[config.mk]
export PLATFORM = sky130hd
export DESIGN_NAME = mod_field_counter_flat
export DESIGN_NICKNAME = d
export VERILOG_FILES = /design/src/rtl/mod_field_counter_if.sv /design/src/rtl/mod_field_counter.sv /design/src/flat_wrapper.sv
export SDC_FILE = /design/constraint.sdc
export NUM_CORES = 1
export LEC_CHECK = 0
export ABC_AREA = 1
export BUFFER_PORTS_ARGS = -buffer_cell sky130_fd_sc_hd__buf_2
export CAP_MARGIN = 15
export CORE_MARGIN = 8
export CORE_UTILIZATION = 59
export CTS_CLUSTER_DIAMETER = 120
export DETAILED_ROUTE_END_ITERATION = 10
export PLACE_DENSITY = 0.95
export SKIP_CTS_REPAIR_TIMING = 1
export SYNTH_ARGS = -nofsm -noshare
export SYNTH_HDL_FRONTEND = slang
export SYNTH_SLANG_ARGS = --single-unit
export TNS_END_PERCENT = 5
[constraint.sdc]
create_clock -name clk -period 4.3 [get_ports clk]
set_clock_uncertainty 0.15 [all_clocks]
set_input_delay 0.43 -clock clk [delete_from_list [all_inputs] [get_ports clk]]
set_output_delay 0.43 -clock clk [all_outputs]
set_load 0.005 [all_outputs]
[src/rtl/mod_field_counter_if.sv]
// Control/status bundle for one time-field counter; the master drives strobes and the slave reports count state.
interface mod_field_counter_if #(
    parameter int P_WIDTH = 6
);
    logic               en;
    logic               tic_in;
    logic               dir;
    logic               load;
    logic [P_WIDTH-1:0] load_val;
    logic               adj_up;
    logic               adj_dn;
    logic [P_WIDTH-1:0] value;
    logic [3:0]         bcd_tens;
    logic [3:0]         bcd_ones;
    logic               carry_out;
    logic               at_max;
    logic               load_err;

    modport master (
        output en, tic_in, dir, load, load_val, adj_up, adj_dn,
        input  value, bcd_tens, bcd_ones, carry_out, at_max, load_err
    );

    modport slave (
        input  en, tic_in, dir, load, load_val, adj_up, adj_dn,
        output value, bcd_tens, bcd_ones, carry_out, at_max, load_err
    );
endinterface

[src/rtl/mod_field_counter.sv]
// Modulo-N time-field counter (up/down, load, adjust) with a lock-step two-digit BCD copy
// and a zero-latency carry/borrow for chaining fields.
module mod_field_counter #(
    parameter int P_WIDTH   = 6,
    parameter int P_MODULUS = 60,
    parameter int P_INIT    = 0
) (
    input  logic               clk,
    input  logic               reset,
    mod_field_counter_if.slave bus
);
    localparam logic [P_WIDTH-1:0] MAX_V  = P_WIDTH'(P_MODULUS - 1);
    localparam logic [P_WIDTH-1:0] INIT_V = P_WIDTH'(P_INIT);
    localparam logic [3:0]         MAX_T  = 4'((P_MODULUS - 1) / 10);
    localparam logic [3:0]         MAX_O  = 4'((P_MODULUS - 1) % 10);
    localparam logic [3:0]         INIT_T = 4'(P_INIT / 10);
    localparam logic [3:0]         INIT_O = 4'(P_INIT % 10);

    // Digits are only derived from binary on load; counting steps the digit counters directly.
    function automatic logic [7:0] to_bcd(input logic [P_WIDTH-1:0] v);
        int i;
        i = int'(v);
        return {4'(i / 10), 4'(i % 10)};
    endfunction

    logic [P_WIDTH-1:0] value_q, value_d;
    logic [3:0]         tens_q, tens_d;
    logic [3:0]         ones_q, ones_d;
    logic               load_err_q, load_err_d;

    logic       adj_one, tic, is_max, is_zero, load_ok, step_up, step_dn;
    logic [7:0] bcd_ld;

    always_comb begin
        adj_one = bus.adj_up ^ bus.adj_dn;
        tic     = bus.en & bus.tic_in & ~bus.load & ~(bus.adj_up | bus.adj_dn);
        is_max  = (value_q == MAX_V);
        is_zero = (value_q == '0);
        // One extra bit so a modulus of exactly 2**P_WIDTH still compares correctly.
        load_ok = ({1'b0, bus.load_val} < (P_WIDTH + 1)'(P_MODULUS));
        step_up = ~bus.load & ((adj_one & bus.adj_up) | (tic & ~bus.dir));
        step_dn = ~bus.load & ((adj_one & bus.adj_dn) | (tic & bus.dir));
        bcd_ld  = to_bcd(bus.load_val);

        value_d    = value_q;
        tens_d     = tens_q;
        ones_d     = ones_q;
        load_err_d = 1'b0;

        if (bus.load) begin
            if (load_ok) begin
                value_d = bus.load_val;
                tens_d  = bcd_ld[7:4];
                ones_d  = bcd_ld[3:0];
            end else begin
                load_err_d = 1'b1;
            end
        end else if (step_up) begin
            if (is_max) begin
                value_d = '0;
                tens_d  = 4'd0;
                ones_d  = 4'd0;
            end else begin
                value_d = value_q + 1'b1;
                if (ones_q == 4'd9) begin
                    ones_d = 4'd0;
                    tens_d = tens_q + 4'd1;
                end else begin
                    ones_d = ones_q + 4'd1;
                end
            end
        end else if (step_dn) begin
            if (is_zero) begin
                value_d = MAX_V;
                tens_d  = MAX_T;
                ones_d  = MAX_O;
            end else begin
                value_d = value_q - 1'b1;
                if (ones_q == 4'd0) begin
                    ones_d = 4'd9;
                    tens_d = tens_q - 4'd1;
                end else begin
                    ones_d = ones_q - 4'd1;
                end
            end
        end
    end

    always_ff @(posedge clk) begin
        if (reset) begin
            value_q    <= INIT_V;
            tens_q     <= INIT_T;
            ones_q     <= INIT_O;
            load_err_q <= 1'b0;
        end else begin
            value_q    <= value_d;
            tens_q     <= tens_d;
            ones_q     <= ones_d;
            load_err_q <= load_err_d;
        end
    end

    // Carry is combinational so the next field steps on the same edge as the wrap.
    assign bus.carry_out = ~reset & tic & (bus.dir ? is_zero : is_max);
    assign bus.at_max    = is_max;
    assign bus.value     = value_q;
    assign bus.bcd_tens  = tens_q;
    assign bus.bcd_ones  = ones_q;
    assign bus.load_err  = load_err_q;
endmodule

[src/flat_wrapper.sv]
// flat-port wrapper written by rule: the top's interface ports become plain ports
module mod_field_counter_flat 
#(
    parameter int P_WIDTH   = 6,
    parameter int P_MODULUS = 60,
    parameter int P_INIT    = 0
)
  (clk, reset, bus_en, bus_tic_in, bus_dir, bus_load, bus_load_val, bus_adj_up, bus_adj_dn, bus_value, bus_bcd_tens, bus_bcd_ones, bus_carry_out, bus_at_max, bus_load_err);
  mod_field_counter_if #(.P_WIDTH(P_WIDTH)) bus_i ();
  input  logic clk;
  input  logic reset;
  input wire logic [$bits(bus_i.en)-1:0] bus_en;
  input wire logic [$bits(bus_i.tic_in)-1:0] bus_tic_in;
  input wire logic [$bits(bus_i.dir)-1:0] bus_dir;
  input wire logic [$bits(bus_i.load)-1:0] bus_load;
  input wire logic [$bits(bus_i.load_val)-1:0] bus_load_val;
  input wire logic [$bits(bus_i.adj_up)-1:0] bus_adj_up;
  input wire logic [$bits(bus_i.adj_dn)-1:0] bus_adj_dn;
  output wire logic [$bits(bus_i.value)-1:0] bus_value;
  output wire logic [$bits(bus_i.bcd_tens)-1:0] bus_bcd_tens;
  output wire logic [$bits(bus_i.bcd_ones)-1:0] bus_bcd_ones;
  output wire logic [$bits(bus_i.carry_out)-1:0] bus_carry_out;
  output wire logic [$bits(bus_i.at_max)-1:0] bus_at_max;
  output wire logic [$bits(bus_i.load_err)-1:0] bus_load_err;
  assign bus_i.en = bus_en;
  assign bus_i.tic_in = bus_tic_in;
  assign bus_i.dir = bus_dir;
  assign bus_i.load = bus_load;
  assign bus_i.load_val = bus_load_val;
  assign bus_i.adj_up = bus_adj_up;
  assign bus_i.adj_dn = bus_adj_dn;
  assign bus_value = bus_i.value;
  assign bus_bcd_tens = bus_i.bcd_tens;
  assign bus_bcd_ones = bus_i.bcd_ones;
  assign bus_carry_out = bus_i.carry_out;
  assign bus_at_max = bus_i.at_max;
  assign bus_load_err = bus_i.load_err;
  mod_field_counter #(.P_WIDTH(P_WIDTH), .P_MODULUS(P_MODULUS), .P_INIT(P_INIT)) u_core (.clk(clk), .reset(reset), .bus(bus_i));
endmodule
==> metrics <==
HP Class in -> reg; multi-input logic area 1070 sq um; Root Buffer clkbuf_4; result of the run completed; Syn Inst Count 244; Nets 295; Rel. slew slack 0.636; DIE WIDTH approximately 67 um; Via density 5.79; crit path cell chain ha_1, inv_1, nor4_4, o211ai_1, a21oi_1, buf_2; Synth Net Count roughly 260; n_diodes 0; CP max-delay cell nor4_4; gr usage total 0.186; fillers roughly 250; number of synthesized register bits 15; gr ovfl total 0; leak pwr 0.866 nW; CTS Buffer Depth 2; first-pass GRT wire length 6.73 mm; largest net degree at the start of global routing 17; drt wl/cell around 14 um; layout cells sized above 1 0.230; cts bufs inserted 3; std cell rows 18; max-slew violation count 0; arrival time worst endpoint 1.94 ns; core area about 2500 sq um; Cell Area, Synth 1540 sq um; Syn Area/Cell 6.29 sq um; Reg clk slew, reported paths between 0.1 and 0.15 ns; GP Congestion 0.906; Slew @ Worst Pin ~0.54 ns; MaxCap Viol Count 0; FF+latch area 300 sq um; worst r2r src u_core.bus.value[0]; Area Growth Syn to Fin 13.0%; DP Area 1710 sq um; Detailed Routing Iterations Pass 1 7; final worst path period need between 2 and 3 ns; sequential fraction of the synthesis area 0.196; vias in the first global route 1,480; port bufs 30; commonest non-fill, non-tap cells in the layout 49 x nand2_1, 31 x inv_1, 30 x buf_2; CP required around 3.7 ns; initial antenna violation count 0; Die Y 67.0 um; most common cell after layout, fill and taps aside nand2_1; drt drc 0; Die ar. approximately 4500 sq um; Worst Path Max Fanout 6; TNS Setup 0 ns; Final Cycle Share 0.585; Max Fclk a little under 400 MHz; H-Tree Depth 1; pwr dens 295 nW/um^2; dpl hpwl 3.25 mm; # IOs 31; worst vdd ir 170 uV; CTS sink cnt 15; Worst R2R Path Depth 8; CP Capture Type primary output; yosys warns 0; WL final about 4.2 mm; Detail Route Antenna Nets 0; reg-to-reg endpoint u_core.bus.bcd_tens[2]; setup violators final 0; r2r setup slk around 2.2 ns; Yosys cell types 35; Worst-Skew Late Latency 0.31 ns; WS Path Type reg -> out; CTS tree yes; total number of vias 1,760; final hold vios 0; RSZ-0062 raised after global routing false; Critical Path Start u_core.bus.value[0]; crit path to bus_carry_out; starting density of the core 0.620; Worst setup SP type flip-flop; violation count after the first detailed-route iteration 191; worst stage delay on the critical path 0.48 ns; finished layout cell area 1740 sq um
[worst min path at each step]
| stage | start | end | slack, ns | cells after the start |
|---|---|---|---|---|
| 2_1_floorplan | u_core.bus.value[4] | u_core.bus.value[4] | 0.34 | 2 |
| 3_3_place_gp | u_core.bus.bcd_ones[1] | u_core.bus.bcd_ones[1] | 0.39 | 2 |
| 3_5_place_dp | u_core.bus.bcd_ones[1] | u_core.bus.bcd_ones[1] | 0.39 | 2 |
| 4_1_cts | reset | u_core.bus.bcd_ones[1] | 0.25 | 2 |
| 5_1_grt | reset | u_core.bus.bcd_ones[1] | 0.25 | 2 |
| 6_report | reset | u_core.bus.bcd_ones[1] | 0.24 | 2 |
[power breakdown]
part,switching [mW],internal [mW]
combinational,0.144,0.0907
clock,0.0548,0.0355
sequential,0.0304,0.156
total,0.229,0.283
[layer usage]
metal | GRT usage | vias up | part of all wire
met4 | 0.0444 | 0 | 0.015
li1 | - | 878 | -
met5 | 0 | - | 0
met3 | 0.0168 | 12 | 0.10
met2 | 0.305 | 107 | 0.45
met1 | 0.254 | 763 | 0.43
[cells in the mapped netlist]
cell type,instances,share of area
nand2_1,49,0.12
inv_1,31,0.076
a21oi_1,22,0.072
o21ai_0,21,0.068
nand3_1,19,0.062
dfxtp_1,15,0.20
nor2_1,12,0.029
nand2_2,8,0.033
xor2_1,7,0.040
ha_1,6,0.049
inv_2,6,0.015
nor3_1,6,0.020
a31oi_1,4,0.016
xnor2_1,4,0.023
nand4_1,3,0.012
nor2_2,3,0.012
o211ai_1,3,0.015
o21ai_1,3,0.0098
a21oi_2,2,0.011
buf_2,2,0.0065
clkbuf_1,2,0.0049
nand2_4,2,0.015
nor4_1,2,0.0081
a211oi_1,1,0.0049
a211oi_2,1,0.0081
a21oi_4,1,0.011
clkinv_4,1,0.0057
nand3_2,1,0.0065
nand3_4,1,0.011
nand3b_1,1,0.0049
nor2_4,1,0.0073
nor4_4,1,0.014
o21ai_2,1,0.0057
o22ai_1,1,0.0041
o31ai_1,1,0.0049
[worst max-delay path, delay by kind of cell, from the launching register on]
family / cells / cell delay, ns
buffers and inverters: 2 / 0.21
adders and majority gates: 1 / 0.23
AOI/OAI and AO/OA: 2 / 0.27
DFF: 1 / 0.43
and+or+nand+nor: 1 / 0.48
[metrics by stage]
stage	power [mW]	std cells	setup WS [ns]	hold slack, ns	util
2_1_floorplan	0.353	244	2.23	0.342	-
3_3_place_gp	0.412	300	1.93	0.392	0.688
3_5_place_dp	0.418	300	1.91	0.392	0.688
4_1_cts	0.502	304	1.81	0.248	0.701
5_1_grt	0.543	304	1.69	0.246	0.701
6_report	0.512	304	1.78	0.237	0.701
[kinds of logic after synthesis]
family | after synthesis | synth area share
AO/OA/AOI/OAI | 61 | 0.231
XOR/XNOR | 11 | 0.0628
adder cells (fa/ha/maj) | 6 | 0.0489
buffers and inverters | 42 | 0.108
flip-flops | 15 | 0.196
AND/OR/NAND/NOR | 109 | 0.355
[registers in the layout, summed over array words and instances (netlist names)]
name                 count
u_core.bus.value         6
u_core.bus.bcd_ones      4
u_core.bus.bcd_tens      4
u_core.bus.load_err      1
[cell type report]
class | count | area share
inverters | 38 | 0.0851
clock buffers | 3 | 0.0130
clock inverters | 1 | 0.00433
repair buffers | 30 | 0.0865
well taps | 30 | 0.0216
multi-input cells | 187 | 0.616
flip-flops and latches | 15 | 0.173
Note: power is estimated with default switching activity, not from simulation.
